[src/rtl/relu_mask_stack.sv]
// LIFO of ReLU "input > 0" masks: pushed on the forward pass, popped in reverse to gate gradients.
// Optional RELU_MASK_ID_CHECK_EN stores fwd_id per entry and flags tag mismatches on pop (err_id).
module relu_mask_stack #(
  parameter int unsigned WIDTH = 8,
  parameter int unsigned DEPTH = 16,
  parameter int unsigned CW    = $clog2(DEPTH + 1)
) (
  input  logic          clk,
  input  logic          reset,
  input  logic          clear,
  input  logic          fwd_valid,
  output logic          fwd_ready,
  input  logic [31:0]   fwd_vec [WIDTH-1:0],
  input  logic [31:0]   fwd_id,
  input  logic          bwd_valid,
  output logic          bwd_ready,
  input  logic [31:0]   bwd_grad [WIDTH-1:0],
  input  logic [31:0]   bwd_id,
  output logic          out_valid,
  input  logic          out_ready,
  output logic [31:0]   out_vec [WIDTH-1:0],
  output logic [CW-1:0] count,
  output logic          err_underflow,
  output logic          err_id
);

  logic [CW-1:0]    count_q, count_d;
  logic [WIDTH-1:0] mask_q [DEPTH];
  logic [WIDTH-1:0] mask_d [DEPTH];
  logic             out_valid_q, out_valid_d;
  logic [31:0]      out_vec_q [WIDTH-1:0];
  logic [31:0]      out_vec_d [WIDTH-1:0];
  logic             err_uf_q, err_uf_d;

  logic             push_fire, pop_fire;
  logic [WIDTH-1:0] fwd_mask, rd_mask;

  assign bwd_ready = (count_q != '0) && (!out_valid_q || out_ready);
  assign pop_fire  = bwd_valid && bwd_ready;
  // Pop wins over a simultaneous push; the push simply stalls a cycle.
  assign fwd_ready = (count_q != CW'(DEPTH)) && !pop_fire;
  assign push_fire = fwd_valid && fwd_ready;

  // Strictly positive encoding: sign clear and magnitude bits non-zero (+NaN counts as positive).
  always_comb begin
    fwd_mask = '0;
    for (int j = 0; j < WIDTH; j++) begin
      fwd_mask[j] = !fwd_vec[j][31] && (fwd_vec[j][30:0] != 31'h0);
    end
  end

  // Top of stack is the entry at count-1; matching count against i+1 avoids a subtractor.
  always_comb begin
    rd_mask = '0;
    for (int i = 0; i < DEPTH; i++) begin
      if (count_q == CW'(i + 1)) rd_mask = mask_q[i];
    end
  end

  always_comb begin
    count_d = count_q;
    if (pop_fire)       count_d = count_q - CW'(1);
    else if (push_fire) count_d = count_q + CW'(1);

    for (int i = 0; i < DEPTH; i++) begin
      mask_d[i] = mask_q[i];
      if (push_fire && (count_q == CW'(i))) mask_d[i] = fwd_mask;
    end

    out_valid_d = out_valid_q;
    out_vec_d   = out_vec_q;
    if (pop_fire) begin
      out_valid_d = 1'b1;
      for (int j = 0; j < WIDTH; j++) begin
        out_vec_d[j] = rd_mask[j] ? bwd_grad[j] : 32'h0;
      end
    end else if (out_ready) begin
      out_valid_d = 1'b0;
    end

    err_uf_d = err_uf_q | (bwd_valid && (count_q == '0));
  end

  always_ff @(posedge clk) begin
    if (reset || clear) begin
      count_q     <= '0;
      out_valid_q <= 1'b0;
      for (int j = 0; j < WIDTH; j++) out_vec_q[j] <= 32'h0;
      err_uf_q    <= 1'b0;
    end else begin
      count_q     <= count_d;
      out_valid_q <= out_valid_d;
      out_vec_q   <= out_vec_d;
      err_uf_q    <= err_uf_d;
    end
  end

  // Entries above count are dead, so the array itself needs no reset.
  always_ff @(posedge clk) begin
    mask_q <= mask_d;
  end

`ifdef RELU_MASK_ID_CHECK_EN
  logic [31:0] id_q [DEPTH];
  logic [31:0] id_d [DEPTH];
  logic [31:0] rd_id;
  logic        err_id_q, err_id_d;

  always_comb begin
    rd_id = '0;
    for (int i = 0; i < DEPTH; i++) begin
      id_d[i] = id_q[i];
      if (push_fire && (count_q == CW'(i))) id_d[i] = fwd_id;
      if (count_q == CW'(i + 1)) rd_id = id_q[i];
    end
    err_id_d = err_id_q | (pop_fire && (rd_id != bwd_id));
  end

  always_ff @(posedge clk) begin
    id_q <= id_d;
    if (reset || clear) err_id_q <= 1'b0;
    else                err_id_q <= err_id_d;
  end

  assign err_id = err_id_q;
`else
  logic unused_ids;
  assign unused_ids = ^{fwd_id, bwd_id};
  assign err_id     = 1'b0;
`endif

  assign count         = count_q;
  assign out_valid     = out_valid_q;
  assign out_vec       = out_vec_q;
  assign err_underflow = err_uf_q;

endmodule

[config.mk]
export PLATFORM = sky130hd
export DESIGN_NAME = relu_mask_stack
export DESIGN_NICKNAME = d
export VERILOG_FILES = /design/src/rtl/relu_mask_stack.sv
export SDC_FILE = /design/constraint.sdc
export NUM_CORES = 1
export LEC_CHECK = 0
export CAP_MARGIN = 40
export CORE_AREA = 2 2 331 333
export CTS_BUF_LIST = sky130_fd_sc_hd__clkbuf_8
export CTS_CLUSTER_SIZE = 20
export DETAILED_ROUTE_END_ITERATION = 10
export DIE_AREA = 0 0 333 335
export SLEW_MARGIN = 15
export SYNTH_ARGS = -nofsm -noshare
export SYNTH_HDL_FRONTEND = slang
export SYNTH_SLANG_ARGS = --single-unit
[constraint.sdc]
create_clock -name clk -period 3.9 [get_ports clk]
set_clock_uncertainty 0.15 [all_clocks]
set_input_delay 0.585 -clock clk [delete_from_list [all_inputs] [get_ports clk]]
set_output_delay 0.585 -clock clk [all_outputs]
set_load 0.1 [all_outputs]
==> After elaboration in Yosys (flattened, before gate mapping) <==
Index checks and enable logic that the tools add are counted.
{ "totals": {"regBits": 391, "input_bits": 582} }
{ "op_classes": {"bitwise": 1, "reduce_logical": 53, "addsub": 2, "eq_ne": 17, "muxes": 28} }
{ "ops": {"columns": ["op", "count"], "rows": [
  ["two-way mux 32 bit", 8],
  ["nonzero test 31 bit", 8],
  ["two-way mux 8 bit", 16],
  ["== test 5 x 4 -> 1 bit, second input constant", 8],
  ["logical AND 1 bit", 29],
  ["== test 5 x 3 -> 1 bit, second input constant", 4],
  ["== test 5 x 2 -> 1 bit, second input constant", 2],
  ["zero test 1 bit", 10],
  ["two-way mux 5 bit", 2],
  ["adder 5 x 1 -> 5 bit, second input constant", 1],
  ["== test 5 x 1 -> 1 bit, second input constant", 1],
  ["== test 5 bit, second input constant", 1],
  ["zero test 5 bit", 1],
  ["inequality test 5 bit, second input constant", 1],
  ["nonzero test 5 bit", 1],
  ["subtractor 5 x 1 -> 5 bit, second input constant", 1],
  ["nonzero test 2 bit", 2],
  ["logical OR 1 bit", 2],
  ["two-way mux 1 bit", 2],
  ["bitwise OR 1 bit", 1]
]} }

==> Logic depth before layout (Yosys ltp) <==
{ "depth": {"word_depth": 18, "ltp_mapped": 14, "ltp_nobuf": 8} }

==> Worst setup path before layout <==
OpenSTA, ideal clock, no wires.
{ "synth_path": {"path_kind": "register -> output", "from": "reg count_q[0] (netlist: count[0])", "to": "out fwd_ready", "slack_ns": -0.143, "path_stages_with_launch": 7, "arrival_ns": 3.308, "path_buffers": 2, "cell_sequence": "dfxtp_1 inv_1 ha_1 clkbuf_1 nor4bb_1 buf_2 nor2_1"} }
{ "synth_via": {"elab_chain_cells": 5, "elab_cells_between_ends": 6, "classes_between": "eq/ne (1); reduce/logical (5)"} }
{ "synth_rtl": {"columns": ["item", "line_no", "text"], "rows": [
  ["start: declaration", "27", "logic [CW-1:0] count_q, count_d;"],
  ["start signal: assignment", "91", "count_q <= count_d;"],
  ["nonzero test 5 bit", "38", "assign bwd_ready = (count_q != '0) && (!out_valid_q || out_ready);"],
  ["logical AND 1 bit", "38", null],
  ["logical AND 1 bit", "39", "assign pop_fire = bwd_valid && bwd_ready;"],
  ["zero test 1 bit", "41", "assign fwd_ready = (count_q != CW'(DEPTH)) && !pop_fire;"],
  ["logical AND 1 bit *", "41", null],
  ["end: declaration", "12", "output logic fwd_ready,"]
]} }
Every way passes the cells marked *; elsewhere a longest branch is shown, timed or not.

==> Final worst setup path <==
Ends and elaborated chain as after synthesis.

==> results by group <==
Layout
  – Layout Nets: around 3000
  – Share of layout cells above drive strength 1: a little under a quarter
  – Finished Layout Cells: just under 4000
  – Fillcell total: 10800
  – Area added between synthesis and finish: 107%

Clock tree
  – Buffer cell driving the clock tree root: sky130_fd_sc_hd__clkbuf_8
  – Count of H-tree levels built during CTS: 3
  – Clock buffers created by TritonCTS: 74
  – Number of resized instances in the post-cts repair step: 0
  – TritonCTS clock tree: built
  – Total setup buffers inserted after CTS: 0
  – Longest Clk Path Bufs: 3
  – Worst-skew pair later-pin latency: roughly 0.67 ns
  – TritonCTS sink count: around 390
  – Quantity of hold-fixing buffers added after cts: 0
  – Clk pin slew, worst setup/hold paths: approximately 0.06 ns

Place
  – Placed Cells incl. Taps: approximately 3800
  – Pre-CTS setup slack: between 0.5 and 0.6 ns
  – Detailed placer's ending HPWL: roughly 57000 microns
  – Buffers added on ports: about 780
  – RD Place Congestion: between 0.8 and 0.9

Global routing
  – Vias in the first global route: 16800
  – Maximum number of pins on one net before global-route repair: between 100 and 150
  – Total overflow reported by the global router: 0
  – Initial antenna violation count: 10
  – Total global-route track usage: 12.5%
  – Wire length of the first global-routing pass: 105000 microns

Critical path
  – Data arrival time of the critical path: about 2.8 ns
  – Capturing element type of the critical path: output pin
  – Startpoint Class: register
  – Start point of the critical path: count[0]$_SDFFE_PP0P_
  – Worst setup path category: register to output pin
  – Required time reported for the critical path endpoint: 3.16 ns
  – Critical path peak fanout: 23
  – Reg-to-reg critical path startpoint: count[1]$_SDFFE_PP0P_

Routing
  – Residual antenna-violating net count after detailed routing: 0
  – Via count: around 16000
  – DRC violations left: 0
  – Total wire length: 73200 microns
  – Wire length on met3: 5580 microns
  – Post-DR vias/cell: ~4.1
  – Highest metal layer used by the detailed router: met5
  – Met1 wire length: ~28000 microns
  – Routed wire per std cell: between 15 and 20 microns
  – Detailed-routing iteration count for the pre-antenna-repair pass: 6
  – Initial DRC Count: between 800 and 900
  – Met2 layer wire length in the routed design: between 30000 and 40000 microns

Timing
  – Relative max-transition margin: 46.2%
  – Achievable frequency: between 200 and 300 MHz
  – Least-Margin Pin Slew: approximately 0.80 ns
  – Slew Limit Fails: 0
  – Final hold violations: 0
  – Total negative slack for setup checks: 0 ns
  – Clock period minus final worst setup slack: 3.48 ns
  – Setup repair after global routing missed its margin: false
  – Period utilization: approximately nine tenths
  – Setup slack of the critical path after layout: 0.418 ns
  – Count of final setup violators: 0
  – Worst Hold Margin: roughly 0.30 ns

Floorplanning
  – Core area: roughly 110000 sq um
  – Area of the die: 112000 sq um
  – Die span in x: between 300 and 400 microns
  – Die height: about 340 microns
  – Initial Utilization: between 10% and 20%
  – Number of cell rows: 121
  – IO Count: approximately 850

Logic synthesis
  – Number of synthesized flops with an enable pin: 128
  – Largest area contributor in the netlist: sky130_fd_sc_hd__dfxtp_1
  – Adder and majority cell fraction of the synthesized area: 0.479%
  – Number of nets in the synthesized netlist: roughly 2000
  – Simple-gate share of the synthesized area: 11.4%
  – Top post-synthesis cells by area: sky130_fd_sc_hd__dfxtp_1, sky130_fd_sc_hd__edfxtp_1, sky130_fd_sc_hd__a22o_1
  – Sequential fraction of the synthesis area: roughly three fifths
  – Distinct cell type count of the synthesized netlist: 80
  – Ys flop type: sky130_fd_sc_hd__dfxtp_1
  – Mapped cell area: around 16000 sq um
  – Synth Instances: between 1000 and 1500
  – Dominant combinational cell family by area after synthesis: compound AO/OA/AOI/OAI gates
  – Syn. warnings: 0
  – Share of flip-flops with an asynchronous set or reset after synthesis: 0%
  – Xor/xnor cell area share of the yosys netlist: less than 1%
  – Mux contribution to synthesized area: 0%
  – Post-Syn Area per Cell: ~12 sq um
  – Share of Yosys cell area claimed by the top area cell type: 33.6%
  – Number of register bits inferred by synthesis: approximately 400
  – Synthesized-area fraction occupied by ao, oa, aoi and oai cells: 25.4%

Run status
  – Outcome: completed

Flow run
  – Max-cap violation count: 0

Hold path
  – Hold path startpoint: out_vec[209]$_SDFFE_PP0P_
  – Min-Delay Path Class: register to register

Pwr
  – Clock Power Share: 41.1%
  – Internal Power: roughly 7.3 mW
  – Maximum vdd drop: between 0.0002 and 0.00025 V
  – Relative contribution of sequential cells to total power: 42.3%
  – Switch share: approximately 27%
  – Static leakage: between 10 and 15 nW
  – Psw: 2.79 mW
  – Combinational share of power: between 10% and 20%
  – Total power after layout: between 10 and 15 mW
  – Power density normalized to cell area: 312 nW/um^2
power groups by stage:
stage / Sequential (mW) / Clock [mW] / Combinational (mW)
after floorplan: 4.56 / 0 / 0.503
after global placement: 4.37 / 0 / 1.56
after detailed placement: 4.38 / 0 / 1.68
after CTS: 4.29 / 4.30 / 1.69
after global routing: 4.29 / 4.46 / 1.76
final: 4.29 / 4.16 / 1.68
per-layer routing:
metal,GRT usage [%],vias to the layer above
met2,21.7,763
met3,3.58,176
met1,14.1,7638
li1,-,7387
met4,5.52,12
met5,0,-
final cells by class:
cell class | instances | area [sq um] | area share [%]
diodes | 4 | 10.0 | 0.0308
clock buffers | 89 | 1220 | 3.77
clock inverters | 45 | 305 | 0.941
inverters | 17 | 63.8 | 0.197
multi-input cells | 838 | 5970 | 18.4
flip-flops and latches | 391 | 9110 | 28.1
well taps | 1414 | 1770 | 5.45
repair buffers | 1098 | 14000 | 43.2
state kept, by name, indices dropped and copies added (netlist names):
name           count
out_valid          1
count              5
out_vec          256
mask_q           128
err_underflow      1
cells by family after synthesis:
logic type               Yosys count
buffers and inverters            129
AND/OR/NAND/NOR                  340
XOR/XNOR                           3
flip-flops                       391
other                              1
adder cells (fa/ha/maj)            6
AO/OA/AOI/OAI                    488
placed cells by master (no fill, tap or decap), types with 49 or more instances in the layout:
cell and n:
sky130_fd_sc_hd__clkdlybuf4s50_1 776, sky130_fd_sc_hd__dfxtp_1 263, sky130_fd_sc_hd__a22o_1 160, sky130_fd_sc_hd__buf_16 136, sky130_fd_sc_hd__edfxtp_1 128, sky130_fd_sc_hd__nand2_1 125, sky130_fd_sc_hd__buf_8 123, sky130_fd_sc_hd__clkbuf_8 89
sky130_fd_sc_hd__a21oi_1 67, sky130_fd_sc_hd__o21ai_2 60, sky130_fd_sc_hd__nor4_1 59, sky130_fd_sc_hd__a21oi_2 56, sky130_fd_sc_hd__buf_4 49
synthesized netlist by cell type (8+ instances only):
cell type and count:
sky130_fd_sc_hd__dfxtp_1 263, sky130_fd_sc_hd__a22o_1 160, sky130_fd_sc_hd__edfxtp_1 128, sky130_fd_sc_hd__nand2_1 125
sky130_fd_sc_hd__a21oi_1 69, sky130_fd_sc_hd__o21ai_2 60, sky130_fd_sc_hd__nor4_1 59, sky130_fd_sc_hd__a21oi_2 56
sky130_fd_sc_hd__nor2_1 47, sky130_fd_sc_hd__clkbuf_1 46, sky130_fd_sc_hd__a311oi_1 34, sky130_fd_sc_hd__buf_2 30
sky130_fd_sc_hd__nand4_1 22, sky130_fd_sc_hd__buf_6 18, sky130_fd_sc_hd__inv_1 17, sky130_fd_sc_hd__nor3_1 17
sky130_fd_sc_hd__o22ai_1 16, sky130_fd_sc_hd__o21ai_0 12, sky130_fd_sc_hd__a21o_1 10, sky130_fd_sc_hd__buf_4 10
sky130_fd_sc_hd__a32oi_1 9, sky130_fd_sc_hd__buf_1 8, sky130_fd_sc_hd__nand3_1 8
stage by stage:
stage | util, % | area [sq um]
final | 30.0 | 32500
after global routing | 30.0 | 32400
after CTS | 30.0 | 32400
after detailed placement | 28.6 | 30900
after global placement | 23.4 | 25300
after floorplan | - | 15700
worst max-delay path: stages, from the launching register on:
cell	delay, ns
sky130_fd_sc_hd__dfxtp_1	0.38
sky130_fd_sc_hd__inv_1	0.14
sky130_fd_sc_hd__ha_1	0.17
sky130_fd_sc_hd__buf_4	0.30
sky130_fd_sc_hd__nor4bb_2	0.61
sky130_fd_sc_hd__buf_4	0.24
sky130_fd_sc_hd__nor2_2	0.06
sky130_fd_sc_hd__buf_12	0.19
worst paths after layout:
check	endpoint	slack, ns	cells after the start
hold / removal	out_vec[209]$_SDFFE_PP0P_	0.30	2
setup reg to reg	out_vec[112]$_SDFFE_PP0P_	0.52	10
hold reg to reg	out_vec[209]$_SDFFE_PP0P_	0.30	2
setup / recovery	fwd_ready	0.42	7
(Power assumes the default switching activity.)
==> RTL change, RTL diff (same settings) <==
The parameter `WIDTH` goes from 8 to 6.
--- a/src/rtl/relu_mask_stack.sv
+++ b/src/rtl/relu_mask_stack.sv
@@ -3,3 +3,3 @@
 module relu_mask_stack #(
-  parameter int unsigned WIDTH = 8,
+  parameter int unsigned WIDTH = 6,
   parameter int unsigned DEPTH = 16,
Interface: changed (resized bwd_grad, fwd_vec and out_vec); port bits go from 848 to 656. The function was not compared with the original's and may differ.
==> RTL change against the unedited design <==
Total power fell by 24%. Non-clock buffer count fell by 274. Cell area fell by 24%. Utilization down 7.1 points. Worst setup slack gained 110 ps. Critical path depth is the same. Die area unchanged. Sequential cell count shrank 96. Count of clock-buffer cells in the layout fell by 25. Clock power fell by 22%. Routed wire length is 28% lower. Area after synthesis decreased by 23%. Critical endpoint is now mask_q[33]. First-iteration DRC count down 15%.
==> RTL change: results (changes against the unedited design) <==
Power and ir drop
  • Switching Fraction: 0.2712 (was 0.2749)
  • Sequential power share: 0.419 (was 0.423)
  • Leak: 0.008416 uW (was 0.01133 uW)
  • Max VDD drop: 0.1811 mV (was 0.2383 mV)

Global routing
  • Initial antenna violation count: 1 (was 10)
  • Met3 Use GR: 0.02082 (was 0.03579)
  • M2 GR Usage: 0.1609 (was 0.2171)
  • First-pass GRT wire length: 77.42 mm (was 105.5 mm)

Route
  • DR WL met2: 26.76 mm (was 36.74 mm)
  • Initial DRC count: 753 (was 882)
  • Pre-Repair DR Iteration Count: 7 (was 6)
  • Routed Wire Length: 52.49 mm (was 73.24 mm)
  • Highest metal used: met4 (was met5)
  • Met3 routed WL: 3.929 mm (was 5.575 mm)

Placed design
  • Placement Setup Slack: 536.5 ps (was 506.2 ps)
  • Port bufs: 590 (was 782)
  • Cell Area, Placed: 23550 um^2 (was 30910 um^2)

Synthesis
  • Post-synth cell types: 75 (was 80)
  • Synth Area in Compound Gates: 0.2438 (was 0.2537)
  • Syn Nets: 1580 (was 1946)
  • Seq/Total Area, Yosys: 0.5657 (was 0.5809)
  • Top cells by count, synth: dfxtp_1 (199), nand2_1 (126), a22o_1 (96), edfxtp_1 (96), a21oi_1 (95) (was dfxtp_1 (263), a22o_1 (160), edfxtp_1 (128))
  • Synth top area cells: dfxtp_1 (33%), edfxtp_1 (24%), a22o_1 (6.9%), a311oi_1 (4.7%), a21oi_1 (3.9%) (was dfxtp_1 (34%), edfxtp_1 (25%), a22o_1 (8.9%), o21ai_2 (3.4%), a21oi_2 (3.1%))

Run status
  • Status: finished, final reports clean (unchanged)

Min path
  • Hold WC Path Type: primary input to flop (was flop to flop)

Finish
  • Max FFs per register: 192 (was 256)
  • P&R area growth vs syn: 103.8% (was 107.0%)
  • Layout fillers: 11330 (was 10770)
  • Final #Nets: 2367 (was 3008)

Clocking
  • H-tree lvl count: 2 (was 3)

Setup path
  • Crit path arrival time: 3500 ps (was 2750 ps)

STA
  • Relative slew slack: 0.5262 (was 0.4618)
## RTL change: changes by cell type in the layout (fill, tap and decap cells not counted), sizes merged, moves of 32 or more
cell           delta
buf              -81
dfxtp            -64
clkdlybuf4s50   -193
edfxtp           -32
a22oi            +34
a311oi           +32
a22o             -63
## RTL change: layout make-up
cell class / instances / share of cell area
Timing Repair Buffer: 824 / 0.4129
Sequential cell: 295 / 0.2776
Multi-Input combinational cell: 714 / 0.1878
Tap cell: 1414 / 0.07152
Clock buffer: 64 / 0.03561
Clock inverter: 33 / 0.01184
Inverter: 17 / 0.002580
Antenna cell: 2 / 0.0002023
## RTL change: worst paths after layout
| check | slack (ps) | end | cells after the start | startpoint |
|---|---|---|---|---|
| max | 520 | mask_q[33] | 7 | count[0] |
| min | 320 | out_vec[9] | 3 | bwd_grad[9] |
| max reg2reg | 520 | mask_q[33] | 7 | count[0] |
| min reg2reg | 320 | err_underflow | 1 | err_underflow |
